===== src/rtl/wakeup_queue_pkg.sv =====
// Core parameters, location encoding and slot payload shared by the wakeup queue.
// Locations are {fu, col}; a writeback on FU f at column c wakes location {f, c}.
package wakeup_queue_pkg;

  localparam int unsigned NUM_FUS  = 4;
  localparam int unsigned NUM_COLS = 4;
  localparam int unsigned FU_W     = $clog2(NUM_FUS);
  localparam int unsigned COL_W    = $clog2(NUM_COLS);
  localparam int unsigned LOC_W    = FU_W + COL_W;

  typedef logic [LOC_W-1:0] loc_t;

  typedef struct packed {
    logic valid;
    logic s1_wait;
    logic s2_wait;
    loc_t s1_loc;
    loc_t s2_loc;
    loc_t dst_loc;
  } wakeup_slot_t;

  // True when any broadcasting FU names this location this cycle.
  function automatic logic loc_woken(input loc_t loc,
                                     input logic [NUM_FUS-1:0] wv,
                                     input logic [NUM_FUS-1:0][COL_W-1:0] wc);
    logic hit;
    hit = 1'b0;
    for (int unsigned f = 0; f < NUM_FUS; f++) begin
      if (wv[f] && (loc == {FU_W'(f), wc[f]})) hit = 1'b1;
    end
    return hit;
  endfunction

endpackage


===== src/rtl/wakeup_queue_if.sv =====
// Dispatch / wakeup / issue bundle between the dispatch-select side (master) and the queue (slave).
interface wakeup_queue_if
  import wakeup_queue_pkg::*;
#(
  parameter int unsigned NUM_ENTRIES = 8
);
  localparam int unsigned IDX_W = $clog2(NUM_ENTRIES);

  logic                           entry_free;
  logic                           dispatch_valid;
  logic                           src1_dp_en;
  logic                           src2_dp_en;
  loc_t                           src1_dp_loc;
  loc_t                           src2_dp_loc;
  loc_t                           dst_loc;
  logic [NUM_FUS-1:0]             wake_valid;
  logic [NUM_FUS-1:0][COL_W-1:0]  wake_col;
  logic                           flush;
  logic                           issue_valid;
  logic [IDX_W-1:0]               issue_idx;
  loc_t                           issue_dst_loc;
  logic                           issue_ack;

  modport master (
    input  entry_free, issue_valid, issue_idx, issue_dst_loc,
    output dispatch_valid, src1_dp_en, src2_dp_en, src1_dp_loc, src2_dp_loc, dst_loc,
           wake_valid, wake_col, flush, issue_ack
  );

  modport slave (
    output entry_free, issue_valid, issue_idx, issue_dst_loc,
    input  dispatch_valid, src1_dp_en, src2_dp_en, src1_dp_loc, src2_dp_loc, dst_loc,
           wake_valid, wake_col, flush, issue_ack
  );

endinterface


===== src/rtl/wakeup_queue_age_matrix.sv =====
// Age bookkeeping and oldest-ready pick; only built when WAKEUP_AGE_ORDER_EN is defined.
// age[i][j] = 1 means slot j is older than slot i.
`ifdef WAKEUP_AGE_ORDER_EN
module wakeup_age_matrix #(
  parameter int unsigned N = 8
) (
  input  logic         clk,
  input  logic         rst,
  input  logic [N-1:0] alloc,
  input  logic [N-1:0] free,
  input  logic         flush,
  input  logic [N-1:0] ready,
  output logic [N-1:0] pick
);

  logic [N-1:0] age [N];

  // A new row marks every other slot older; stale bits toward empty slots are
  // harmless (empty slots are never ready) and the column is cleared on reuse.
  always_ff @(posedge clk or posedge rst) begin
    if (rst) begin
      for (int i = 0; i < int'(N); i++) age[i] <= '0;
    end else if (flush) begin
      for (int i = 0; i < int'(N); i++) age[i] <= '0;
    end else begin
      for (int i = 0; i < int'(N); i++) begin
        for (int j = 0; j < int'(N); j++) begin
          if (free[i] || free[j] || alloc[j]) age[i][j] <= 1'b0;
          else if (alloc[i])                  age[i][j] <= (i != j);
        end
      end
    end
  end

  // Oldest ready: ready with no older slot also ready.
  always_comb begin
    pick = '0;
    for (int i = 0; i < int'(N); i++) begin
      pick[i] = ready[i] && ((age[i] & ready) == '0);
    end
  end

endmodule
`endif


===== src/rtl/wakeup_queue.sv =====
// Wakeup queue: holds dispatched instructions until their producer locations are broadcast,
// then presents one ready slot per cycle. WAKEUP_AGE_ORDER_EN selects oldest-first picking.
module wakeup_queue
  import wakeup_queue_pkg::*;
#(
  parameter int unsigned NUM_ENTRIES = 8
) (
  input logic clk,
  input logic rst,
  wakeup_queue_if.slave bus
);

  localparam int unsigned IDX_W = $clog2(NUM_ENTRIES);

  wakeup_slot_t             slots [NUM_ENTRIES];
  wakeup_slot_t             new_slot;
  logic [NUM_ENTRIES-1:0]   ready_vec;
  logic [NUM_ENTRIES-1:0]   free_vec;
  logic [NUM_ENTRIES-1:0]   alloc_oh;
  logic [NUM_ENTRIES-1:0]   pick_oh;
  logic [NUM_ENTRIES-1:0]   free_oh;
  logic [NUM_ENTRIES-1:0]   s1_hit;
  logic [NUM_ENTRIES-1:0]   s2_hit;
  logic                     dispatch_fire;
  logic                     issue_fire;
  logic [IDX_W-1:0]         pick_idx;
  loc_t                     pick_dst;

  // Slot status derived purely from registered state.
  always_comb begin
    ready_vec = '0;
    free_vec  = '0;
    s1_hit    = '0;
    s2_hit    = '0;
    for (int i = 0; i < int'(NUM_ENTRIES); i++) begin
      ready_vec[i] = slots[i].valid && !slots[i].s1_wait && !slots[i].s2_wait;
      free_vec[i]  = !slots[i].valid;
      s1_hit[i]    = slots[i].s1_wait && loc_woken(slots[i].s1_loc, bus.wake_valid, bus.wake_col);
      s2_hit[i]    = slots[i].s2_wait && loc_woken(slots[i].s2_loc, bus.wake_valid, bus.wake_col);
    end
  end

  assign alloc_oh = free_vec & (~free_vec + NUM_ENTRIES'(1));

`ifdef WAKEUP_AGE_ORDER_EN
  wakeup_age_matrix #(.N(NUM_ENTRIES)) u_age (
    .clk   (clk),
    .rst   (rst),
    .alloc (alloc_oh & {NUM_ENTRIES{dispatch_fire}}),
    .free  (free_oh),
    .flush (bus.flush),
    .ready (ready_vec),
    .pick  (pick_oh)
  );
`else
  assign pick_oh = ready_vec & (~ready_vec + NUM_ENTRIES'(1));
`endif

  always_comb begin
    pick_idx = '0;
    pick_dst = '0;
    for (int i = 0; i < int'(NUM_ENTRIES); i++) begin
      if (pick_oh[i]) begin
        pick_idx = pick_idx | IDX_W'(i);
        pick_dst = pick_dst | slots[i].dst_loc;
      end
    end
  end

  assign bus.entry_free    = |free_vec;
  assign bus.issue_valid   = |ready_vec;
  assign bus.issue_idx     = pick_idx;
  assign bus.issue_dst_loc = pick_dst;

  assign dispatch_fire = bus.dispatch_valid && bus.entry_free;
  assign issue_fire    = bus.issue_valid && bus.issue_ack;
  assign free_oh       = pick_oh & {NUM_ENTRIES{issue_fire}};

  // Incoming payload, with same-cycle wakeups bypassed into the wait bits.
  always_comb begin
    new_slot         = '0;
    new_slot.valid   = 1'b1;
    new_slot.s1_wait = bus.src1_dp_en && !loc_woken(bus.src1_dp_loc, bus.wake_valid, bus.wake_col);
    new_slot.s2_wait = bus.src2_dp_en && !loc_woken(bus.src2_dp_loc, bus.wake_valid, bus.wake_col);
    new_slot.s1_loc  = bus.src1_dp_loc;
    new_slot.s2_loc  = bus.src2_dp_loc;
    new_slot.dst_loc = bus.dst_loc;
  end

  // Flush wins over dispatch and issue; the allocated slot is always empty, the issued one valid.
  always_ff @(posedge clk or posedge rst) begin
    if (rst) begin
      for (int i = 0; i < int'(NUM_ENTRIES); i++) slots[i] <= '0;
    end else if (bus.flush) begin
      for (int i = 0; i < int'(NUM_ENTRIES); i++) slots[i].valid <= 1'b0;
    end else begin
      for (int i = 0; i < int'(NUM_ENTRIES); i++) begin
        if (dispatch_fire && alloc_oh[i]) begin
          slots[i] <= new_slot;
        end else if (slots[i].valid) begin
          if (free_oh[i]) slots[i].valid   <= 1'b0;
          if (s1_hit[i])  slots[i].s1_wait <= 1'b0;
          if (s2_hit[i])  slots[i].s2_wait <= 1'b0;
        end
      end
    end
  end

endmodule

===== src/flat_wrapper.sv =====
// flat-port wrapper written by rule: the top's interface ports become plain ports
module wakeup_queue_flat import wakeup_queue_pkg::*;
#(
  parameter int unsigned NUM_ENTRIES = 8
)
  (clk, rst, bus_entry_free, bus_issue_valid, bus_issue_idx, bus_issue_dst_loc, bus_dispatch_valid, bus_src1_dp_en, bus_src2_dp_en, bus_src1_dp_loc, bus_src2_dp_loc, bus_dst_loc, bus_wake_valid, bus_wake_col, bus_flush, bus_issue_ack);
  wakeup_queue_if #(.NUM_ENTRIES(NUM_ENTRIES)) bus_i ();
  input logic clk;
  input logic rst;
  output wire logic [$bits(bus_i.entry_free)-1:0] bus_entry_free;
  output wire logic [$bits(bus_i.issue_valid)-1:0] bus_issue_valid;
  output wire logic [$bits(bus_i.issue_idx)-1:0] bus_issue_idx;
  output wire logic [$bits(bus_i.issue_dst_loc)-1:0] bus_issue_dst_loc;
  input wire logic [$bits(bus_i.dispatch_valid)-1:0] bus_dispatch_valid;
  input wire logic [$bits(bus_i.src1_dp_en)-1:0] bus_src1_dp_en;
  input wire logic [$bits(bus_i.src2_dp_en)-1:0] bus_src2_dp_en;
  input wire logic [$bits(bus_i.src1_dp_loc)-1:0] bus_src1_dp_loc;
  input wire logic [$bits(bus_i.src2_dp_loc)-1:0] bus_src2_dp_loc;
  input wire logic [$bits(bus_i.dst_loc)-1:0] bus_dst_loc;
  input wire logic [$bits(bus_i.wake_valid)-1:0] bus_wake_valid;
  input wire logic [$bits(bus_i.wake_col)-1:0] bus_wake_col;
  input wire logic [$bits(bus_i.flush)-1:0] bus_flush;
  input wire logic [$bits(bus_i.issue_ack)-1:0] bus_issue_ack;
  assign bus_entry_free = bus_i.entry_free;
  assign bus_issue_valid = bus_i.issue_valid;
  assign bus_issue_idx = bus_i.issue_idx;
  assign bus_issue_dst_loc = bus_i.issue_dst_loc;
  assign bus_i.dispatch_valid = bus_dispatch_valid;
  assign bus_i.src1_dp_en = bus_src1_dp_en;
  assign bus_i.src2_dp_en = bus_src2_dp_en;
  assign bus_i.src1_dp_loc = bus_src1_dp_loc;
  assign bus_i.src2_dp_loc = bus_src2_dp_loc;
  assign bus_i.dst_loc = bus_dst_loc;
  assign bus_i.wake_valid = bus_wake_valid;
  assign bus_i.wake_col = bus_wake_col;
  assign bus_i.flush = bus_flush;
  assign bus_i.issue_ack = bus_issue_ack;
  wakeup_queue #(.NUM_ENTRIES(NUM_ENTRIES)) u_core (.clk(clk), .rst(rst), .bus(bus_i));
endmodule

===== config.mk =====
export PLATFORM = sky130hd
export DESIGN_NAME = wakeup_queue_flat
export DESIGN_NICKNAME = d
export VERILOG_FILES = /design/src/rtl/wakeup_queue_pkg.sv /design/src/rtl/wakeup_queue_if.sv /design/src/rtl/wakeup_queue_age_matrix.sv /design/src/rtl/wakeup_queue.sv /design/src/flat_wrapper.sv
export SDC_FILE = /design/constraint.sdc
export NUM_CORES = 1
export LEC_CHECK = 0
export ABC_CLOCK_PERIOD_IN_PS = 8900
export BUFFER_PORTS_ARGS = -buffer_cell sky130_fd_sc_hd__buf_2
export CAP_MARGIN = 20
export CORE_MARGIN = 2
export CORE_UTILIZATION = 45
export CTS_CLUSTER_DIAMETER = 40
export DETAILED_ROUTE_END_ITERATION = 10
export PLACE_DENSITY_LB_ADDON = 0.3
export REMOVE_ABC_BUFFERS = 1
export SYNTH_ARGS = -nofsm -noshare
export SYNTH_HDL_FRONTEND = slang
export SYNTH_HIERARCHICAL = 1
export SYNTH_SLANG_ARGS = --single-unit

===== constraint.sdc =====
create_clock -name clk -period 8.9 [get_ports clk]
set_input_delay 1.78 -clock clk [delete_from_list [all_inputs] [get_ports clk]]
set_output_delay 1.78 -clock clk [all_outputs]
set_load 0.02 [all_outputs]

==> flow_summary.html <==
<table>
<tr><th>Metric</th><th>Value</th></tr>
<tr><th colspan="2">Global route</th></tr>
<tr><td>Wire length of the first global-routing pass</td><td>32.2 mm</td></tr>
<tr><td>Tot GR Track Use</td><td>roughly 24%</td></tr>
<tr><td>Initial antenna violation count</td><td>1</td></tr>
<tr><td>Global route overflow</td><td>0</td></tr>
<tr><td>Via count of the first global-routing pass</td><td>about 5800</td></tr>
<tr><td>Pin count of the biggest net entering global routing</td><td>82</td></tr>
<tr><th colspan="2">STA</th></tr>
<tr><td>Final setup fails</td><td>0</td></tr>
<tr><td>Post-Route Hold Slack</td><td>between 0.5 and 0.6 ns</td></tr>
<tr><td>Post-route setup TNS</td><td>0 ns</td></tr>
<tr><td>Max Transition Viols Final</td><td>0</td></tr>
<tr><td>Max Clock Freq</td><td>~0.22 GHz</td></tr>
<tr><td>Post-route clock period utilization</td><td>about half</td></tr>
<tr><td>Max-slew headroom at the worst pin</td><td>between 20% and 30%</td></tr>
<tr><td>Final Hold Viols</td><td>0</td></tr>
<tr><td>Unrepaired setup endpoints after global routing</td><td>no</td></tr>
<tr><td>Shortest period the worst path allows</td><td>~4.6 ns</td></tr>
<tr><td>Slew at the pin with the worst max-slew slack</td><td>about 1.2 ns</td></tr>
<tr><td>Smallest setup slack after layout</td><td>~4.3 ns</td></tr>
<tr><td>Skew final</td><td>around 0.011 ns</td></tr>
<tr><th colspan="2">Clock tree</th></tr>
<tr><td>Htree depth</td><td>4</td></tr>
<tr><td>CTS Root Buffer Type</td><td>clkbuf_16</td></tr>
<tr><td>Post_cts resized</td><td>0</td></tr>
<tr><td>TritonCTS buffer count</td><td>17</td></tr>
<tr><td>Clock-pin transition on the worst setup and hold timing paths</td><td>0.06 ns</td></tr>
<tr><td>Postcts setup bufs</td><td>0</td></tr>
<tr><td>CTS tree</td><td>built</td></tr>
<tr><td>Clock sink total</td><td>120</td></tr>
<tr><td>Later-pin clock latency in the skew report</td><td>about 0.42 ns</td></tr>
<tr><td>Hold Buf Count CTS</td><td>0</td></tr>
<tr><td>CTS max path bufs</td><td>2</td></tr>
<tr><th colspan="2">Die</th></tr>
<tr><td>FP Rows</td><td>between 40 and 50</td></tr>
<tr><td>Starting utilization of the core area</td><td>46.3%</td></tr>
<tr><td>Number of placed I/O pins</td><td>40</td></tr>
<tr><td>Die area</td><td>about 18000 um2</td></tr>
<tr><td>Die W</td><td>about 130 um</td></tr>
<tr><td>Placeable core region</td><td>16000 um2</td></tr>
<tr><td>Die height</td><td>between 100 and 150 um</td></tr>
<tr><th colspan="2">Route</th></tr>
<tr><td>Number of vias in the routed layout</td><td>approximately 5700</td></tr>
<tr><td>Residual antenna-violating net count after detailed routing</td><td>0</td></tr>
<tr><td>Total iterations of the first detailed-routing run</td><td>6</td></tr>
<tr><td>DR DRC count</td><td>0</td></tr>
<tr><td>Routed length per instance</td><td>between 20 and 25 um</td></tr>
<tr><td>Final WL</td><td>20.6 mm</td></tr>
<tr><td>Vias per std cell</td><td>~6.0</td></tr>
<tr><td>Initial detailed-routing violation count</td><td>470</td></tr>
<tr><th colspan="2">Synth</th></tr>
<tr><td>Post-synthesis cell count</td><td>around 730</td></tr>
<tr><td>Synthesis-stage register bit count</td><td>120</td></tr>
<tr><td>Number of flops mapped to enable cells by yosys</td><td>0</td></tr>
<tr><td>Cells taking the most area after synthesis</td><td>dfrtp_1 (40%), mux2_2 (12%), xnor2_1 (9.9%)</td></tr>
<tr><td>Adder-cell share of the synthesized area</td><td>0%</td></tr>
<tr><td>Prevailing post-synth register cell</td><td>dfrtp_1</td></tr>
<tr><td>Dominant cell type by area after synthesis</td><td>dfrtp_1</td></tr>
<tr><td>Dominant combinational cell family by area after synthesis</td><td>XOR/XNOR gates</td></tr>
<tr><td>Number of unique standard cell types used by synthesis</td><td>48</td></tr>
<tr><td>Compound-cell area share of the yosys netlist</td><td>9.15%</td></tr>
<tr><td>Mux cell area share after synthesis</td><td>around an eighth</td></tr>
<tr><td>Xor-xnor portion of the synthesized cell area</td><td>between 15 and 20%</td></tr>
<tr><td>Sequential fraction of the synthesis area</td><td>40.5%</td></tr>
<tr><td>Top post-synthesis cells by count</td><td>dfrtp_1 (120), xnor2_1 (84), mux2_2 (78), nand2_1 (65), xor2_1 (60)</td></tr>
<tr><td>Simple-Gate Fraction of Synth Area</td><td>15.7%</td></tr>
<tr><td>Most common cell in the netlist</td><td>dfrtp_1</td></tr>
<tr><td>Mapped Avg Cell Area</td><td>between 10 and 15 um2</td></tr>
<tr><td>Post-synthesis instance area</td><td>7410 um2</td></tr>
<tr><td>Proportion of netlist area held by the largest area contributor</td><td>between 40 and 50%</td></tr>
<tr><td>Share of flip-flops with an asynchronous set or reset</td><td>100%</td></tr>
<tr><td>Yosys synthesis warning count</td><td>6</td></tr>
<tr><th colspan="2">Worst setup path</th></tr>
<tr><td>Kind of capture point of the worst setup path</td><td>output pin</td></tr>
<tr><td>Worst Path Class, Setup</td><td>reg -&gt; out</td></tr>
<tr><td>Maximum fanout along the worst path</td><td>15</td></tr>
<tr><td>WP data required</td><td>between 7 and 8 ns</td></tr>
<tr><td>Startpoint kind of the worst setup timing path</td><td>flop</td></tr>
<tr><td>Arrival time at the worst endpoint</td><td>between 2 and 3 ns</td></tr>
<tr><th colspan="2">Placement</th></tr>
<tr><td>Place WS</td><td>around 4.8 ns</td></tr>
<tr><td>Final weighted congestion in routability-driven placement</td><td>between 0.8 and 0.9</td></tr>
<tr><td>HPWL after detailed placement</td><td>13.4 mm</td></tr>
<tr><td>Placed inst area</td><td>7560 um2</td></tr>
<tr><td>Count of buffers from port buffering</td><td>39</td></tr>
<tr><th colspan="2">Power and ir drop</th></tr>
<tr><td>Static power due to leakage</td><td>0.00359 uW</td></tr>
<tr><td>Worst supply voltage drop on vdd</td><td>~0.12 mV</td></tr>
<tr><td>Power Dens Cells</td><td>between 200 and 250 nW/um2</td></tr>
<tr><th colspan="2">Layout</th></tr>
<tr><td>Largest register FFs</td><td>120</td></tr>
<tr><td>Top register by number of flip-flops</td><td>u_core/slots</td></tr>
<tr><td>Regs by FF count</td><td>u_core/slots x120</td></tr>
<tr><td>Final cell utilization of the core</td><td>51.6%</td></tr>
<tr><td>Total non-filler cell area in the finished layout</td><td>slightly above 8000 um2</td></tr>
<tr><td>Share of layout cells above drive strength 1</td><td>23.1%</td></tr>
<tr><td>Layout net count</td><td>740</td></tr>
<tr><td>Area overhead of the layout relative to synthesis</td><td>11.4%</td></tr>
<tr><th colspan="2">Job</th></tr>
<tr><td>Reported max-cap violation count</td><td>0</td></tr>
<tr><th colspan="2">Worst hold path</th></tr>
<tr><td>Worst Hold Class</td><td>reg -&gt; reg</td></tr>
<tr><th colspan="2">Outcome</th></tr>
<tr><td>Result of the run</td><td>completed</td></tr>
</table>
[cell families after synthesis]
| family | count (synthesis) |
|---|---|
| DFF | 120 |
| xor gates and xnor gates | 144 |
| muxes | 80 |
| and+or+nand+nor | 197 |
| AOI/OAI and AO/OA | 95 |
| buffers and inverters | 92 |
[cell type report]
cell class,count,area (um2)
Tap cell,216,270
Inverter,8,32.5
Clock buffer,24,492
Sequential cell,120,3000
Fill cell,1451,7740
Clock inverter,8,165
Multi-Input combinational cell,516,4020
Antenna cell,1,2.50
Timing Repair Buffer,46,272
[layer usage]
metal	track usage, %	vias up	routed length (um)
li1	-	2533	-
met1	28.4	2834	8320
met2	40.8	231	10300
met3	4.50	63	1060
met4	14.2	0	924
met5	0	-	0
[per-stage QoR]
step           power, uW  cells
2_1_floorplan        823    644
3_3_place_gp         909    904
3_5_place_dp         926    904
4_1_cts             1690    936
5_1_grt             1750    939
6_report            1690    939
[worst max-delay path, stage by stage (launching register included)]
cell and delay, ns:
dfrtp_1 0.48, nor3b_1 0.19, buf_4 0.18, nand4bb_4 0.29
or4b_1 0.67, o221ai_1 0.29, a211o_1 0.14, buf_2 0.16
[layout by cell type, fill, tap and decap left out, types with 5 or more instances in the layout]
master / n
clkbuf_16: 17
and3_1: 11
o22ai_1: 6
o21ai_0: 18
buf_2: 39
inv_1: 7
nor3b_1: 8
nand2_1: 65
bufinv_16: 5
dfrtp_1: 120
xor2_1: 60
a22oi_1: 9
nor4b_1: 15
nand4b_1: 21
nor2_1: 24
buf_4: 5
a311oi_1: 21
o211ai_1: 13
a21oi_1: 7
mux2_2: 78
nand4_1: 21
xnor2_1: 84
[worst paths after layout]
check	from	endpoint	slack [ns]	cells past startpoint
setup / recovery	u_core/slots[119]	bus_issue_dst_loc[1]	4.31	7
hold / removal	u_core/slots[42]	u_core/slots[42]	0.50	2
setup reg to reg	u_core/slots[89]	u_core/slots[9]	6.17	6
hold reg to reg	u_core/slots[42]	u_core/slots[42]	0.50	2
max in group asynchronous	rst	u_core/slots[49]	6.49	4
min in group asynchronous	rst	u_core/slots[1]	1.40	2
[where the power goes]
group          switching, uW  internal, uW
logic                    143           124
registers               60.7           597
clock network            235           525
Note: power is estimated with default switching activity, not from simulation.
